## config.mk

```make
export PLATFORM = sky130hd
export DESIGN_NAME = fwd_ctrl
export DESIGN_NICKNAME = d
export VERILOG_FILES = /design/src/rtl/pipe_pkg.sv /design/src/rtl/sat_counter.sv /design/src/rtl/fwd_ctrl.sv
export SDC_FILE = /design/constraint.sdc
export NUM_CORES = 1
export LEC_CHECK = 0
export BUFFER_PORTS_ARGS = -buffer_cell sky130_fd_sc_hd__buf_2
export CORE_ASPECT_RATIO = 1.75
export CORE_UTILIZATION = 35
export CTS_CLUSTER_SIZE = 8
export DETAILED_ROUTE_END_ITERATION = 7
export PLACE_DENSITY = 0.74
export SLEW_MARGIN = 5
export SYNTH_ARGS = -nofsm -noshare
export SYNTH_HDL_FRONTEND = slang
export SYNTH_SLANG_ARGS = --single-unit
```

## constraint.sdc

```tcl
create_clock -name clk -period 2.5 [get_ports clk]
set_input_delay 0.125 -clock clk [delete_from_list [all_inputs] [get_ports clk]]
set_output_delay 0.125 -clock clk [all_outputs]
set_load 0.05 [all_outputs]
```

## src/rtl/pipe_pkg.sv

```systemverilog
// Shared hazard codes, operand-select encodings and forwarding FSM states.
// Used by fwd_ctrl; optional statistics are enabled with FWD_CTRL_STATS_EN.
package pipe_pkg;

    localparam logic [3:0] HZ_NONE     = 4'h0;
    localparam logic [3:0] HZ_D1_R_RS  = 4'h1;
    localparam logic [3:0] HZ_D1_R_RT  = 4'h2;
    localparam logic [3:0] HZ_D1_L_RS  = 4'h3;
    localparam logic [3:0] HZ_D1_L_RT  = 4'h4;
    localparam logic [3:0] HZ_D2_R_RS  = 4'h5;
    localparam logic [3:0] HZ_D2_R_RT  = 4'h6;
    localparam logic [3:0] HZ_D2_L_RS  = 4'h7;
    localparam logic [3:0] HZ_D2_L_RT  = 4'h8;
    localparam logic [3:0] HZ_D3_R_RS  = 4'h9;
    localparam logic [3:0] HZ_D3_R_RT  = 4'hA;
    localparam logic [3:0] HZ_D3_L_RS  = 4'hB;
    localparam logic [3:0] HZ_D3_L_RT  = 4'hC;
    localparam logic [3:0] HZ_RSV_LO   = 4'hD;

    localparam logic [1:0] SEL_RF   = 2'b00;
    localparam logic [1:0] SEL_WB   = 2'b01;
    localparam logic [1:0] SEL_MEM  = 2'b10;
    localparam logic [1:0] SEL_HOLD = 2'b11;

    typedef enum logic {
        ST_RUN   = 1'b0,
        ST_STALL = 1'b1
    } state_t;

    typedef struct packed {
        logic [1:0] sel_a;
        logic [1:0] sel_b;
        logic       is_load1;
        logic       reserved;
        logic       capture;
    } decode_t;

    // Odd codes steer operand A, even codes operand B; code 0 steers neither.
    function automatic decode_t decode_conf(input logic [3:0] code);
        decode_t    d;
        logic [1:0] sel;
        d   = '0;
        sel = SEL_RF;
        case (code)
            HZ_D1_R_RS, HZ_D1_R_RT: sel = SEL_MEM;
            HZ_D1_L_RS, HZ_D1_L_RT: d.is_load1 = 1'b1;
            HZ_D2_R_RS, HZ_D2_R_RT,
            HZ_D2_L_RS, HZ_D2_L_RT: sel = SEL_WB;
            HZ_D3_R_RS, HZ_D3_R_RT,
            HZ_D3_L_RS, HZ_D3_L_RT: begin
                sel       = SEL_HOLD;
                d.capture = 1'b1;
            end
            default: d.reserved = (code >= HZ_RSV_LO);
        endcase
        if (code != HZ_NONE) begin
            if (code[0]) d.sel_a = sel;
            else         d.sel_b = sel;
        end
        return d;
    endfunction

endpackage

```

## src/rtl/sat_counter.sv

```systemverilog
// 16-bit event counter that sticks at all-ones instead of wrapping.
module sat_counter (
    input  logic        clk,
    input  logic        rst,
    input  logic        en,
    output logic [15:0] count
);

    always_ff @(posedge clk or posedge rst) begin
        if (rst)
            count <= 16'd0;
        else if (en && (count != 16'hFFFF))
            count <= count + 16'd1;
    end

endmodule

```

## src/rtl/fwd_ctrl.sv

```systemverilog
// Forwarding/stall controller: registers EX operand selects, inserts one load-use bubble.
// Define FWD_CTRL_STATS_EN to add StallCount/FwdCount saturating statistics outputs.
//
// state    | meaning
// ST_RUN   | normal issue; a dist-1 load hazard stalls F/D and flushes E
// ST_STALL | one bubble cycle; held D instruction is re-evaluated
module fwd_ctrl
    import pipe_pkg::*;
(
    input  logic        clk,
    input  logic        rst,
    input  logic [3:0]  conftype,
    input  logic        HoldIn,
    input  logic [31:0] ResultW,
    output logic        StallF,
    output logic        StallD,
    output logic        FlushE,
    output logic [1:0]  ForwardAE,
    output logic [1:0]  ForwardBE,
    output logic [31:0] WbHoldE,
    output logic        ErrCode
`ifdef FWD_CTRL_STATS_EN
    ,
    output logic [15:0] StallCount,
    output logic [15:0] FwdCount
`endif
);

    state_t     state;
    decode_t    dec;
    logic       stall_req;
    logic       err_set;

    always_comb begin
        dec       = decode_conf(conftype);
        stall_req = (state == ST_RUN) && dec.is_load1;
        // A dist-1 load seen while already stalled should never happen.
        err_set   = dec.reserved || ((state == ST_STALL) && dec.is_load1);
        StallF    = !rst && (HoldIn || stall_req);
        StallD    = StallF;
        FlushE    = !rst && !HoldIn && stall_req;
    end

    always_ff @(posedge clk or posedge rst) begin
        if (rst) begin
            state     <= ST_RUN;
            ForwardAE <= SEL_RF;
            ForwardBE <= SEL_RF;
            WbHoldE   <= 32'd0;
            ErrCode   <= 1'b0;
        end else if (!HoldIn) begin
            state     <= stall_req ? ST_STALL : ST_RUN;
            ForwardAE <= dec.sel_a;
            ForwardBE <= dec.sel_b;
            if (dec.capture)
                WbHoldE <= ResultW;
            if (err_set)
                ErrCode <= 1'b1;
        end
    end

`ifdef FWD_CTRL_STATS_EN
    logic stall_en;
    logic fwd_en;

    assign stall_en = !HoldIn && stall_req;
    assign fwd_en   = !HoldIn && ((dec.sel_a != SEL_RF) || (dec.sel_b != SEL_RF));

    sat_counter u_stall_cnt (
        .clk   (clk),
        .rst   (rst),
        .en    (stall_en),
        .count (StallCount)
    );

    sat_counter u_fwd_cnt (
        .clk   (clk),
        .rst   (rst),
        .en    (fwd_en),
        .count (FwdCount)
    );
`endif

endmodule

```

== Word-level counts from Yosys, hierarchy flattened ==
Index checks and enable logic that the tools add are counted.
Cells by class
  shift-type cells: 0
  magnitude comparators: 1
  multiply operators: 0
  equality and inequality tests: 12
  divide/modulo/power cells: 0
  add/subtract/negate cells: 0
  bitwise gates (word level): 2
  reduce and logical (&&, ||, !) cells: 17
  muxes and demuxes: 8
Operators with widths (count)
  4-bit equality test, second input constant: 5
  4-bit by 3-bit equality test with 1-bit output, second input constant: 4
  12-bit OR reduction: 1
  4-bit by 2-bit equality test with 1-bit output, second input constant: 2
  4-bit OR reduction: 2
  2-bit one-hot mux with 3 select lines: 1
  1-bit logical AND: 5
  4-bit by 1-bit equality test with 1-bit output, second input constant: 1
  4-bit greater-or-equal comparator, second input constant: 1
  1-bit two-way mux: 4
  2-bit two-way mux: 2
  4-bit two-way mux: 1
  2-bit AND reduction: 2
  4-bit nonzero test: 1
  2-bit OR reduction: 2
  1-bit logical NOT: 2
  1-bit logical OR: 2
  1-bit inverter: 2
Storage, ports and cells
  memory bits (read-only): 0
  RAM bits: 0
  latch bits: 0
  word-level logic and storage cells: 45
  memories kept: 0
  register bits: 38

== Depth between registers and ports, before layout ==
  word-level depth: 6
  gate-level depth with buffers: 6
  depth with buffers taken out: 3

== Worst setup path after synthesis ==
OpenSTA, ideal clock, no wires.
  path kind: in2out
  from: in conftype[2]
  to: out StallF
  buffers on the path: 2
  arrival time: 1.862 ns
  slack: 0.513 ns
  stages on the path: 5
  cells stage by stage: buf_2 > nor3b_1 > o21ai_0 > a21oi_1 > buf_4
Between the ends
  word-level cells in the longest chain between the ends: 6
  elaborated cells on any way between the ends: 7
  those cells by class: eq/ne (2); mux (1); reduce/logical (4)
RTL lines
  from (decl): RTL line fwd_ctrl.sv:12  | input logic [3:0] conftype,
  4-bit by 2-bit equality test with 1-bit output / 4-bit by 3-bit equality test with 1-bit output (equally long branches): RTL line pipe_pkg.sv:44  | case (code)
  2-bit OR reduction *
  1-bit two-way mux *: RTL line pipe_pkg.sv:44
  1-bit logical AND *: RTL line fwd_ctrl.sv:36  | stall_req = (state == ST_RUN) && dec.is_load1;
  1-bit logical OR *: RTL line fwd_ctrl.sv:39  | StallF = !rst && (HoldIn || stall_req);
  1-bit logical AND *: RTL line fwd_ctrl.sv:39
  to (decl): RTL line fwd_ctrl.sv:15  | output logic StallF,
Every way passes the cells marked *; elsewhere a longest branch is shown, timed or not.

== Final worst setup path ==
  from: reg state
  to: out StallF
Between the ends
  word-level cells in the longest chain between the ends: 4
RTL lines
  from (decl): RTL line fwd_ctrl.sv:29  | state_t state;
  from (signal assigned): RTL line fwd_ctrl.sv:52  | state <= stall_req ? ST_STALL : ST_RUN;
  1-bit inverter: RTL line fwd_ctrl.sv:36
  1-bit logical AND: RTL line fwd_ctrl.sv:36
  1-bit logical OR: RTL line fwd_ctrl.sv:39
  1-bit logical AND: RTL line fwd_ctrl.sv:39
Every way passes these cells.

==> summary.txt <==
Status: finished clean
Net Switching: 0.810 mW
Worst path required time: 2380 ps
YS warnings: 0
CTS tree: yes
Layout Nets: 232
Clock Tree Root: clkbuf_8
WL/cell: 13.4 um
Area growth from synthesis to layout: 28.0%
CTS buffer count: 5
Maximum clock rate: 664 MHz
DP HPWL: 2.41 mm
Fraction of layout cells with a size suffix above 1: 62.7%
Largest net degree at the start of global routing: 39
Startpoint Class: register
Final Setup Violations: 0
Initial DRT Pass Iterations: 4
Most common flop cell mapped by yosys: dfrtp_1
Io pins: 79
End of the critical path: StallF
Avg Inst Size Synth: 15.1 um^2
Post-synthesis xor/xnor area fraction: 1.01%
Final Hold Violating Endpoints: 0
Crit path from: state
Critical path class: reg2out
Layout fillers: 482
Cell Rows: 33
Internal Power: 1.31 mW
PostCTS Resize Cnt: 0
Data arrival, critical path: 1380 ps
Clk slew on worst S/H paths: 70 ps
Seq pwr share: 37.4%
Leak: 1.15 nW
Most numerous cell in the Yosys netlist: dfrtp_1
Yosys reg bits: 38
Synth area leader: dfrtp_1
Library cells used by synthesis: 27
Power Density: 953 mW/mm^2
CTS sink cnt: 38
Post-route minimum period: 1510 ps
Iter 0 DRT Violations: 23
Setup_tns: 0 ps
Sw frac: 38.3%
Adder and majority gate portion of the synthesized area: 0%
Final Skew: 0.148 ps
Top post-synthesis cells by area: dfrtp_1, mux2_4, buf_12, buf_6, mux2_2
Hold path cells: 2
RR Startpoint: state
Final Routed Wirelength: 3.28 mm
Die H: 95.2 um
Core box area: 0.00471 mm^2
Residual DRC count: 0
CP max FO: 3
Power share of the clock group: 24.3%
Slew Viols, Final: 0
Post-synth EDFFs: 0
Post-synthesis compound-gate area fraction: 4.18%
Post-Syn Area: 0.00174 mm^2
Syn Nets: 154
FF-to-FF setup slack: 1650 ps
Period Utilization, post-route: 60.3%
Remaining antenna violation count after routing: 0
RSZ-0062 raised after global routing: false
Final GP Congestion: 0.720
Total congestion overflow: 0
Largest family of logic cells by synthesized area: multiplexers
Vias in the first global route: 1,100
Ant diodes: 0
Utilization after layout: 47.2%
Ys async rst share: 100%
Worst vdd rail ir drop: 0.000657 V
Least-Margin Pin Slew: 564 ps
Die width: 55.3 um
Worst skew pair latency: 270 ps
Initial Util: 36.9%
Total number of H-tree levels: 2
Synth cell count leaders: dfrtp_1, mux2_4, inv_1, nand2_1
Total power: 2.12 mW
Wire length of the first global-routing pass: 5.28 mm
Post-synthesis sequential area ratio: 54.8%
Yosys top cell area share: 54.8%
Clock Path Buffers: 2
GRT Overall Usage: 13.1%
Routed vias: 1,147
Post-synthesis mux area share: 27.2%
RR Endpoint: state
Die Area: 0.00526 mm^2
IO buf count: 78
Post-Synth Simple-Gate Area: 5.55%
CP Capture Type: primary output
Mapped Cells: 115
Initial antenna violation count: 0
Max Cap Viol: 0
R2R cell count: 3
Combinational share of power: 38.3%
HP Class: in2reg
Slew HR: 62.4%
DR vias/cell: 4.68
-- kinds of logic after synthesis --
group,after synthesis
flip-flops,38
multiplexers,32
AND/OR/NAND/NOR,17
buffers and inverters,15
AO/OA/AOI/OAI,11
XOR/XNOR,2
-- critical path, stage by stage, from the launching register on --
cell and delay (ps):
dfrtp_1 390, nor2_1 100, o21ai_0 120, a21oi_1 200, buf_2 290
-- registers in the layout, indices dropped and copies added (netlist names) --
register,count
ForwardAE,2
ErrCode,1
ForwardBE,2
WbHoldE,32
state,1
-- repair_timing --
item	in CTS	in global routing
setup buffers	0	0
hold endpoints to repair	38	0
hold buffers	1	0
-- cells in the final DEF (no fill, tap or decap), drive strengths merged, types with 2 or more instances in the layout --
cell | netlist | final
buf | 8 | 80
dfrtp | 38 | 38
mux2 | 32 | 32
clkbuf | 2 | 6
nand2 | 5 | 5
inv | 5 | 5
o21ai | 4 | 4
nor2 | 4 | 4
o211ai | 2 | 2
o31ai | 2 | 2
nor3 | 2 | 2
-- power by group through the flow --
stage	combinational (mW)	sequential, mW	clock, mW
4_1_cts	0.819	0.794	0.538
3_3_place_gp	0.809	0.798	0
5_1_grt	0.846	0.807	0.558
2_1_floorplan	0.230	1.21	0
6_report	0.810	0.792	0.515
3_5_place_dp	0.815	0.803	0
-- routing by layer --
| metal | global-route usage [%] | up-vias | share of wire, % |
|---|---|---|---|
| li1 | - | 545 | - |
| met1 | 13.8 | 555 | 38 |
| met2 | 25.3 | 43 | 57 |
| met3 | 2.85 | 4 | 4.7 |
| met4 | 4.38 | 0 | 0.79 |
| met5 | 0 | - | 0 |
-- through the flow --
step,hold WS (ps),instance area [um^2],setup slack [ps],std cells
final,72.4,2220,993,245
after global routing,61.2,2220,887,245
after CTS,59.0,2220,981,245
after detailed placement,284,2100,793,237
after global placement,283,2100,852,237
after floorplan,223,1740,513,115
-- worst min-delay path by stage --
| stage | from | end |
|---|---|---|
| after floorplan | HoldIn | ForwardAE[1] |
| after global placement | rst | state |
| after detailed placement | rst | state |
| after CTS | ResultW[21] | WbHoldE[21] |
| after global routing | ResultW[9] | WbHoldE[9] |
| final | ResultW[14] | WbHoldE[14] |
-- cell type report --
class / instances / area [um^2] / share of cell area (%)
clock inverter: 1 / 30.0 / 1.35
clock buffer: 6 / 82.6 / 3.72
timing repair buffer: 81 / 415 / 18.7
inverter: 5 / 18.8 / 0.845
tap: 52 / 65.1 / 2.93
sequential: 38 / 951 / 42.8
multi-input combinational: 62 / 659 / 29.7
Power figures use the tool's default switching activity.
